[src/rtl/alu_seq.sv]
// alu_seq: multi-cycle ALU, valid/ready in and out, registered result/flags {N,V,C,Z}.
// Ports: clk, rst_n, in_valid/in_ready, src1, src2, imm, imm_sel, alu_op,
//   out_valid/out_ready, result, flags. ALU_SEQ_MUL_EN enables the multiplier.
module alu_seq #(
  parameter int WIDTH = 8,
  parameter int IMM_W = 2
) (
  input  logic             clk,
  input  logic             rst_n,
  input  logic             in_valid,
  output logic             in_ready,
  input  logic [WIDTH-1:0] src1,
  input  logic [WIDTH-1:0] src2,
  input  logic [IMM_W-1:0] imm,
  input  logic             imm_sel,
  input  logic [2:0]       alu_op,
  output logic             out_valid,
  input  logic             out_ready,
  output logic [WIDTH-1:0] result,
  output logic [3:0]       flags
);

  localparam int CW = $clog2(WIDTH + 1);
  localparam logic [WIDTH-1:0] W_OP = WIDTH'(WIDTH);

  localparam logic [2:0] OP_ADD  = 3'b000;
  localparam logic [2:0] OP_SUB  = 3'b001;
  localparam logic [2:0] OP_NAND = 3'b010;
  localparam logic [2:0] OP_SHL  = 3'b100;
  localparam logic [2:0] OP_SHR  = 3'b101;
  localparam logic [2:0] OP_XOR  = 3'b111;
`ifdef ALU_SEQ_MUL_EN
  localparam logic [2:0] OP_MUL  = 3'b110;
`endif

  typedef enum logic [1:0] {
    IDLE,
    EXEC,
    DONE
  } state_t;

  state_t state;

  logic [WIDTH-1:0] a_q;
  logic [2:0]       op_q;
  logic [CW-1:0]    cnt;

  logic [WIDTH-1:0] op2;
  logic [WIDTH:0]   sum;
  logic [WIDTH:0]   diff;
  logic             v_add;
  logic             v_sub;
  logic [WIDTH-1:0] nand_r;
  logic [WIDTH-1:0] xor_r;
  logic [CW-1:0]    sh_amt;
  logic [WIDTH-1:0] sh_next;
  logic             sh_out;

  function automatic logic [3:0] mk_flags(
    input logic [WIDTH-1:0] r,
    input logic             v,
    input logic             c
  );
    return {r[WIDTH-1], v, c, (r == '0)};
  endfunction

  assign op2    = imm_sel ? WIDTH'(imm) : src2;
  assign sum    = {1'b0, src1} + {1'b0, op2};
  assign diff   = {1'b0, src1} - {1'b0, op2};
  assign v_add  = (src1[WIDTH-1] == op2[WIDTH-1]) &&
                  (sum[WIDTH-1] != src1[WIDTH-1]);
  assign v_sub  = (src1[WIDTH-1] != op2[WIDTH-1]) &&
                  (diff[WIDTH-1] != src1[WIDTH-1]);
  assign nand_r = ~(src1 & op2);
  assign xor_r  = src1 ^ op2;
  assign sh_amt = (op2 > W_OP) ? CW'(WIDTH) : CW'(op2);

  // One-bit shift step and the bit it pushes out.
  assign sh_next = (op_q == OP_SHR) ? (a_q >> 1) : (a_q << 1);
  assign sh_out  = (op_q == OP_SHR) ? a_q[0] : a_q[WIDTH-1];

`ifdef ALU_SEQ_MUL_EN
  // Shift-add: upper half accumulates, multiplier drains from the bottom.
  logic [2*WIDTH-1:0] prod;
  logic [WIDTH:0]     madd;
  logic [2*WIDTH-1:0] mul_next;

  assign madd     = {1'b0, prod[2*WIDTH-1:WIDTH]} +
                    (prod[0] ? {1'b0, a_q} : '0);
  assign mul_next = {madd, prod[WIDTH-1:1]};
`endif

  always_ff @(posedge clk or negedge rst_n) begin
    if (!rst_n) begin
      state     <= IDLE;
      in_ready  <= 1'b1;
      out_valid <= 1'b0;
      result    <= '0;
      flags     <= '0;
      a_q       <= '0;
      op_q      <= '0;
      cnt       <= '0;
`ifdef ALU_SEQ_MUL_EN
      prod      <= '0;
`endif
    end else begin
      unique case (state)
        IDLE: begin
          if (in_valid) begin
            op_q      <= alu_op;
            a_q       <= src1;
            state     <= DONE;
            in_ready  <= 1'b0;
            out_valid <= 1'b1;
            unique case (alu_op)
              OP_ADD: begin
                result <= sum[WIDTH-1:0];
                flags  <= mk_flags(sum[WIDTH-1:0], v_add, sum[WIDTH]);
              end
              OP_SUB: begin
                result <= diff[WIDTH-1:0];
                flags  <= mk_flags(diff[WIDTH-1:0], v_sub, diff[WIDTH]);
              end
              OP_NAND: begin
                result <= nand_r;
                flags  <= mk_flags(nand_r, 1'b0, 1'b0);
              end
              OP_XOR: begin
                result <= xor_r;
                flags  <= mk_flags(xor_r, 1'b0, 1'b0);
              end
              OP_SHL, OP_SHR: begin
                if (sh_amt == '0) begin
                  result <= src1;
                  flags  <= mk_flags(src1, 1'b0, 1'b0);
                end else begin
                  cnt       <= sh_amt;
                  state     <= EXEC;
                  out_valid <= 1'b0;
                end
              end
`ifdef ALU_SEQ_MUL_EN
              OP_MUL: begin
                prod      <= {{WIDTH{1'b0}}, op2};
                cnt       <= CW'(WIDTH);
                state     <= EXEC;
                out_valid <= 1'b0;
              end
`endif
              default: begin
                // NULL: zero result, flags left alone.
                result <= '0;
              end
            endcase
          end
        end
        EXEC: begin
          cnt <= cnt - CW'(1);
`ifdef ALU_SEQ_MUL_EN
          if (op_q == OP_MUL) begin
            prod <= mul_next;
            if (cnt == CW'(1)) begin
              result    <= mul_next[WIDTH-1:0];
              flags     <= mk_flags(mul_next[WIDTH-1:0], 1'b0,
                                    mul_next[2*WIDTH-1:WIDTH] != '0);
              state     <= DONE;
              out_valid <= 1'b1;
            end
          end else begin
`endif
            a_q <= sh_next;
            if (cnt == CW'(1)) begin
              result    <= sh_next;
              flags     <= mk_flags(sh_next, 1'b0, sh_out);
              state     <= DONE;
              out_valid <= 1'b1;
            end
`ifdef ALU_SEQ_MUL_EN
          end
`endif
        end
        DONE: begin
          if (out_ready) begin
            state     <= IDLE;
            out_valid <= 1'b0;
            in_ready  <= 1'b1;
          end
        end
        default: begin
          state     <= IDLE;
          out_valid <= 1'b0;
          in_ready  <= 1'b1;
        end
      endcase
    end
  end

endmodule
[config.mk]
export PLATFORM = sky130hd
export DESIGN_NAME = alu_seq
export DESIGN_NICKNAME = d
export VERILOG_FILES = /design/src/rtl/alu_seq.sv
export SDC_FILE = /design/constraint.sdc
export NUM_CORES = 1
export LEC_CHECK = 0
export CAP_MARGIN = 20
export CORE_UTILIZATION = 57
export CTS_CLUSTER_DIAMETER = 50
export DETAILED_ROUTE_END_ITERATION = 8
export GPL_TIMING_DRIVEN = 0
export PLACE_DENSITY = 0.88
export SYNTH_ARGS = -nofsm -noshare
export SYNTH_HDL_FRONTEND = slang
export SYNTH_SLANG_ARGS = --single-unit
export TNS_END_PERCENT = 20
[constraint.sdc]
create_clock -name clk -period 2.4 [get_ports clk]
set_clock_uncertainty 0.1 [all_clocks]
set_input_delay 0.48 -clock clk [delete_from_list [all_inputs] [get_ports clk]]
set_output_delay 0.48 -clock clk [all_outputs]
set_load 0.03 [all_outputs]
=== After elaboration in Yosys (flattened, before gate mapping) ===
Index checks and enable logic that the tools add are counted.

* Add/subtract/negate cells: 3
* $lt $le $gt $ge: 1
* Equality and inequality tests: 20
* Multiplexer cells: 35
* Bitwise gates (word level): 4
* Reduce and logical (&&, ||, !) cells: 20

{| class="wikitable"
|+ Operators by type and width
! operator !! number
|-
| $logic_not A8 Y1 || 6
|-
| $mux W8 || 6
|-
| $pmux W8 S5 || 1
|-
| $pmux W8 S2 || 2
|-
| $mux W4 || 7
|-
| $pmux W4 S5 || 1
|-
| $pmux W4 S2 || 2
|-
| $eq A3 B3 Y1 const B || 4
|-
| $mux W2 || 5
|-
| $add A8 B8 Y9 || 1
|-
| $sub A8 B8 Y9 || 1
|-
| $and A8 B8 Y8 || 1
|-
| $gt A8 B4 Y1 const B || 1
|-
| $mux W1 || 8
|-
| $ne A2 B2 Y1 const B || 4
|-
| $not A8 Y8 || 1
|-
| $reduce_and A4 Y1 || 2
|-
| $xor A8 B8 Y8 || 1
|-
| $ne A6 B1 Y1 const B || 1
|-
| $pmux W1 S3 || 2
|-
| $pmux W2 S3 || 1
|-
| $reduce_and A3 Y1 || 2
|-
| $reduce_and A5 Y1 || 1
|-
| $eq A4 B1 Y1 const B || 1
|-
| 17 further kinds || 21
|}

* Flip-flop bits (word level): 31
* Bits of input ports: 26
* Output and inout bits: 14
* Logic and storage cells: 91

=== Longest topological paths before layout ===
* Depth after elaboration: 8
* Gate-level depth with buffers: 13
* Gate-level depth less buffers: 12

=== Least setup slack after synthesis ===
No wires, ideal clock.

* Path kind: input-to-reg
* Start point: input imm_sel
* End point: register flags[0]
* Setup time: 0.077 ns
* Arrival: 2.669 ns
* Required time: 2.223 ns
* Slack: -0.446 ns
* Cell stages on the path: 12
* Buffers on the path: 1
* Path through: buf_2 > mux2i_1 > inv_1 > ha_1 > fa_1 > nand2b_4 > a21oi_2 > nor2_1 > xnor2_1 > nand4_1 > o41a_1 > a21oi_1

* Word-level cells in the longest chain between the ends: 7
* Elaborated cells on any way between the ends: 18
* Those cells by class: add/sub (2); order compare (1); eq/ne (1); mux (5); bitwise (3); reduce/logical (6)

{| class="wikitable"
|+ RTL lines
! item !! RTL line !! RTL
|-
| start: declaration || 15 || <nowiki>input logic imm_sel,</nowiki>
|-
| $mux W8 * || 67 || <nowiki>assign op2 = imm_sel ? WIDTH'(imm) : src2;</nowiki>
|-
| branches (longest 6 deep; another with $sub A8 B8 Y9) || n/a ||
|-
| end signal: assignment || 118 || <nowiki>flags <= mk_flags(sum[WIDTH-1:0], v_add, sum[WIDTH]);</nowiki>
|-
| end signal: assignment || 122 || <nowiki>flags <= mk_flags(diff[WIDTH-1:0], v_sub, diff[WIDTH]);</nowiki>
|-
| end signal: assignment || 126 || <nowiki>flags <= mk_flags(nand_r, 1'b0, 1'b0);</nowiki>
|-
| end: declaration || 20 || <nowiki>output logic [3:0] flags</nowiki>
|}

Mark *: on every way between the ends. The select of a mux whose other input is x is not followed.
A chain may end at the register's enable or synchronous reset.

=== Worst setup path in the final report ===
* Start point: input imm_sel
* End point: register result[7]

* Word-level cells in the longest chain between the ends: 6
* Elaborated cells on any way between the ends: 14
* Those cells by class: add/sub (2); order compare (1); eq/ne (1); mux (5); bitwise (3); reduce/logical (2)

{| class="wikitable"
|+ RTL lines
! item !! RTL line !! RTL
|-
| $mux W8 * || 67 ||
|-
| $gt A8 B4 Y1 or $and A8 B8 Y8 (tied branches) || 76, 74 ||
|-
| $mux W4 or $not A8 Y8 (tied branches) || 76, 74 ||
|-
| $logic_not A4 Y1 or $pmux W8 S5 (tied branches) || 133, 115 ||
|-
| $ne A3 B3 Y1 (no line) or $mux W8 (tied branches) || n/a ||
|-
| $reduce_and A4 Y1 (no line) or $pmux W8 S2 (tied branches) || n/a ||
|-
| end signal: assignment || 125 || <nowiki>result <= nand_r;</nowiki>
|-
| end signal: assignment || 129 || <nowiki>result <= xor_r;</nowiki>
|-
| end signal: assignment || 134 || <nowiki>result <= src1;</nowiki>
|-
| end: declaration || 19 || <nowiki>output logic [WIDTH-1:0] result,</nowiki>
|}

Every way passes the cells marked *; elsewhere a longest branch is shown, timed or not. The select of a mux whose other input is x is not followed.

==> parameters.txt <==
Parameter                              Value

Clock network
  Clock latency on the worst-skew pair    290 ps
  TritonCTS Sinks    30
  Number of CTS-inserted buffers    5
  Clock buffer depth    2
  CTS tree    built
  Clock root buffer    sky130_fd_sc_hd__clkbuf_8
  Reg clk slew, reported paths    60 ps
  Number of H-tree levels    2

Power and ir drop
  Net Sw Frac    0.470
  Leak pwr    1.74 nW
  Flop pwr share    0.280
  Cell internal power dissipation    1.80 mW
  Combinational power share    0.593
  Largest vdd supply drop    0.000865 V
  PwrDens    817 nW/um^2
  Switching pwr    1.60 mW
  Clock network fraction of total power    0.127

Timing
  Setup repair after global routing missed its margin    yes
  Total setup violations reported at the end of the flow    13
  Setup ws final    -332 ps
  Final critical delay including setup and external delays    2730 ps
  Maximum achievable frequency    366 MHz
  Final period util    1.14
  Final Max Tran Viols    0
  Slew at the pin with the worst max-slew slack    741 ps
  Final number of hold-violating endpoints    0
  Relative slew slack    0.504

Yosys
  Nets in the synthesized netlist    438
  Synth cell types    72
  Proportion of synthesized area in mux cells    0.0363
  Most used flip-flop cell after synthesis    sky130_fd_sc_hd__dfrtp_1
  Post-synthesis instance area    3110 sq um
  Biggest area contributors in the synthesized netlist    sky130_fd_sc_hd__dfrtp_1, sky130_fd_sc_hd__ha_1, sky130_fd_sc_hd__a21oi_1
  Xor and xnor area share after synthesis    0.0282
  Number of instances in the synthesized netlist    387
  Area share of the leading cell type in the synthesized netlist    0.234
  Number of synthesized register bits    30
  Warnings, synthesis    0
  Share of synthesized cell area in full adder, half adder and majority cells    0.106
  Number of enable-type register cells in the synthesized netlist    0
  Synth async-reset ratio    1.00
  Synth cell count leaders    sky130_fd_sc_hd__a21oi_1, sky130_fd_sc_hd__inv_1, sky130_fd_sc_hd__nor2_1
  Largest family of logic cells by synthesized area    compound AO/OA/AOI/OAI gates
  Mean cell area of the mapped netlist    8.02 sq um
  Fraction of the mapped netlist area in compound gates    0.295
  Simple-gate share of the synthesized area    0.217
  Most area-hungry cell type in the Yosys netlist    sky130_fd_sc_hd__dfrtp_1
  Most common cell in the netlist    sky130_fd_sc_hd__a21oi_1
  Proportion of synthesized chip area in sequential cells    0.242

Route
  Detailed-route vias per instance    6.98
  Initial DRC count    559
  DR vias    3609
  DR DRC count    0
  Total routed wirelength    11.5 mm
  Average detailed-routed wire length per instance    22.3 microns
  Number of nets still failing antenna checks after routing    0
  Pre-antenna DRT Iters    6

Outcome
  Violations in the final reports    setup timing
  Outcome    complete, but fails checks

Setup path
  Crit path required time    2530 ps
  CP arrival    2860 ps
  Nature of the critical path endpoint    register
  Maximum fanout along the worst path    6
  Startpoint type of the worst setup path    input pin
  Register-to-Register Setup Slack    110 ps
  Reg2Reg Launch Point    out_valid
  Category of the critical setup timing path    in2reg
  Worst R2R Path Depth    6
  R2R Path End    result[7]

Final layout
  Fin area    4160 sq um
  Diodes inserted    0
  Syn-to-layout area delta    34.1%
  Filler Cells Inserted    298
  Share of post-route cells with drive strength above 1    0.237
  Final-stage net count    497

Floorplanning
  Overall die width    75.8 microns
  Starting utilization of the core area    0.600
  Die area    5750 sq um
  Number of top-level pins    40
  Vertical extent of the die    75.8 microns
  Number of cell rows    26
  Core Footprint    5170 sq um

Place
  IO Port Bufs    37
  Cell area reported after detailed placement    3620 sq um
  Half-perimeter wire length after detailed placement    7.59 mm
  Placer's final routability congestion estimate    0.974
  Worst setup timing slack at the placement stage    -1220 ps

Min path
  Hold-critical path depth    1
  Startpoint of the tightest hold check path    flags[3]
  Worst-case hold path end point    flags[3]
  HP Class    reg2reg

Global routing
  Overall Global Routing Usage    0.403
  Vias in the first global route    3356
  Overflow left after global routing    0
  Pin count of the biggest net entering global routing    20
  First-pass GRT wire length    17.0 mm
  Antenna violations before repair    0

Run
  # Max-Cap Violations    0
==> how the worst max path moves through the flow <==
| stage | from | cells after the start | endpoint | slack, ps |
|---|---|---|---|---|
| 6_report | imm_sel | 11 | result[7] | -330 |
| 5_1_grt | imm_sel | 12 | flags[1] | -380 |
| 4_1_cts | imm_sel | 14 | result[6] | -340 |
| 3_5_place_dp | imm_sel | 11 | result[5] | -1220 |
| 3_3_place_gp | imm_sel | 11 | result[7] | -1160 |
| 2_1_floorplan | imm_sel | 13 | flags[1] | -230 |
==> sequential cells by signal, summed over array words and instances, names as in the netlist <==
register,flops
flags,4
result,8
a_q,8
in_ready,1
state,1
op_q,3
out_valid,1
cnt,4
==> critical path, stage by stage <==
cell                       delay [ps]
sky130_fd_sc_hd__buf_12            90
sky130_fd_sc_hd__buf_12           110
sky130_fd_sc_hd__mux2i_4          290
sky130_fd_sc_hd__ha_4             260
sky130_fd_sc_hd__nor2b_4          140
sky130_fd_sc_hd__o31a_1           290
sky130_fd_sc_hd__o31ai_4          390
sky130_fd_sc_hd__a211oi_4         140
sky130_fd_sc_hd__o31a_1           320
sky130_fd_sc_hd__o21ai_2          220
sky130_fd_sc_hd__a21o_1           120
==> through the flow <==
step,util,setup TNS (ps),total power [mW],cells,hold WS [ps]
after CTS,0.765,-2470,3.24,512,386
after floorplan,-,-1550,2.11,387,84.4
after detailed placement,0.700,-13250,2.71,495,372
after global placement,0.695,-12080,2.64,494,361
after global routing,0.805,-3150,3.58,517,418
final,0.805,-2200,3.40,517,387
==> power by group through the flow <==
stage / sequential, mW / combinational (mW) / clock (mW)
floorplan: 1.10 / 1.01 / 0
global placement: 0.928 / 1.71 / 0
detailed placement: 0.941 / 1.77 / 0
CTS: 0.936 / 1.88 / 0.428
global route: 0.970 / 2.16 / 0.457
finish: 0.952 / 2.02 / 0.433
==> timing repair <==
| item | 4_1_cts | 5_1_grt |
|---|---|---|
| gates resized for setup | 54 | 46 |
| endpoints found under the setup margin | 11 | 15 |
| pin swaps | 20 | 27 |
| setup buffers | 10 | 6 |
| hold buffers | 0 | 0 |
==> final cells by class <==
class,count,area (sq um),share of cell area
multi-input cells,303,2460,0.590
flip-flops and latches,30,752,0.181
repair buffers,54,536,0.129
inverters,34,128,0.0306
plain buffers,18,111,0.0267
well taps,70,87.6,0.0210
clock buffers,7,86.3,0.0207
clock inverters,1,5.00,0.00120
==> layer usage <==
layer  up-vias  GRT usage  part of all wire  wire length (microns)
li1       1539          -                 -                      -
met1      1663      0.540              0.38                   4360
met2       325      0.635              0.46                   5340
met3        82     0.0926              0.11                   1260
met4         0      0.144             0.051                    584
met5         -          0                 0                      0
==> cells by family (layout without fill, tap and decap cells) <==
| group | Yosys count | after routing |
|---|---|---|
| AND/OR/NAND/NOR | 128 | 128 |
| XOR/XNOR | 10 | 10 |
| adder cells (fa/ha/maj) | 25 | 25 |
| AO/OA/AOI/OAI | 129 | 129 |
| flip-flops | 30 | 30 |
| buffers and inverters | 54 | 114 |
| multiplexers | 11 | 11 |
==> cells in the final DEF (no fill, tap or decap), drive strengths merged, types with 8 or more instances in the layout <==
cell / count
inv: 33
nand2: 29
clkbuf: 19
nand2b: 12
buf: 28
mux2i: 9
o21ai: 19
ha: 23
a211oi: 9
clkdlybuf4s50: 21
a21oi: 41
o22ai: 8
xnor2: 8
nor2: 30
nor3: 11
dfrtp: 29
nand4: 9
(Power assumes the default switching activity.)
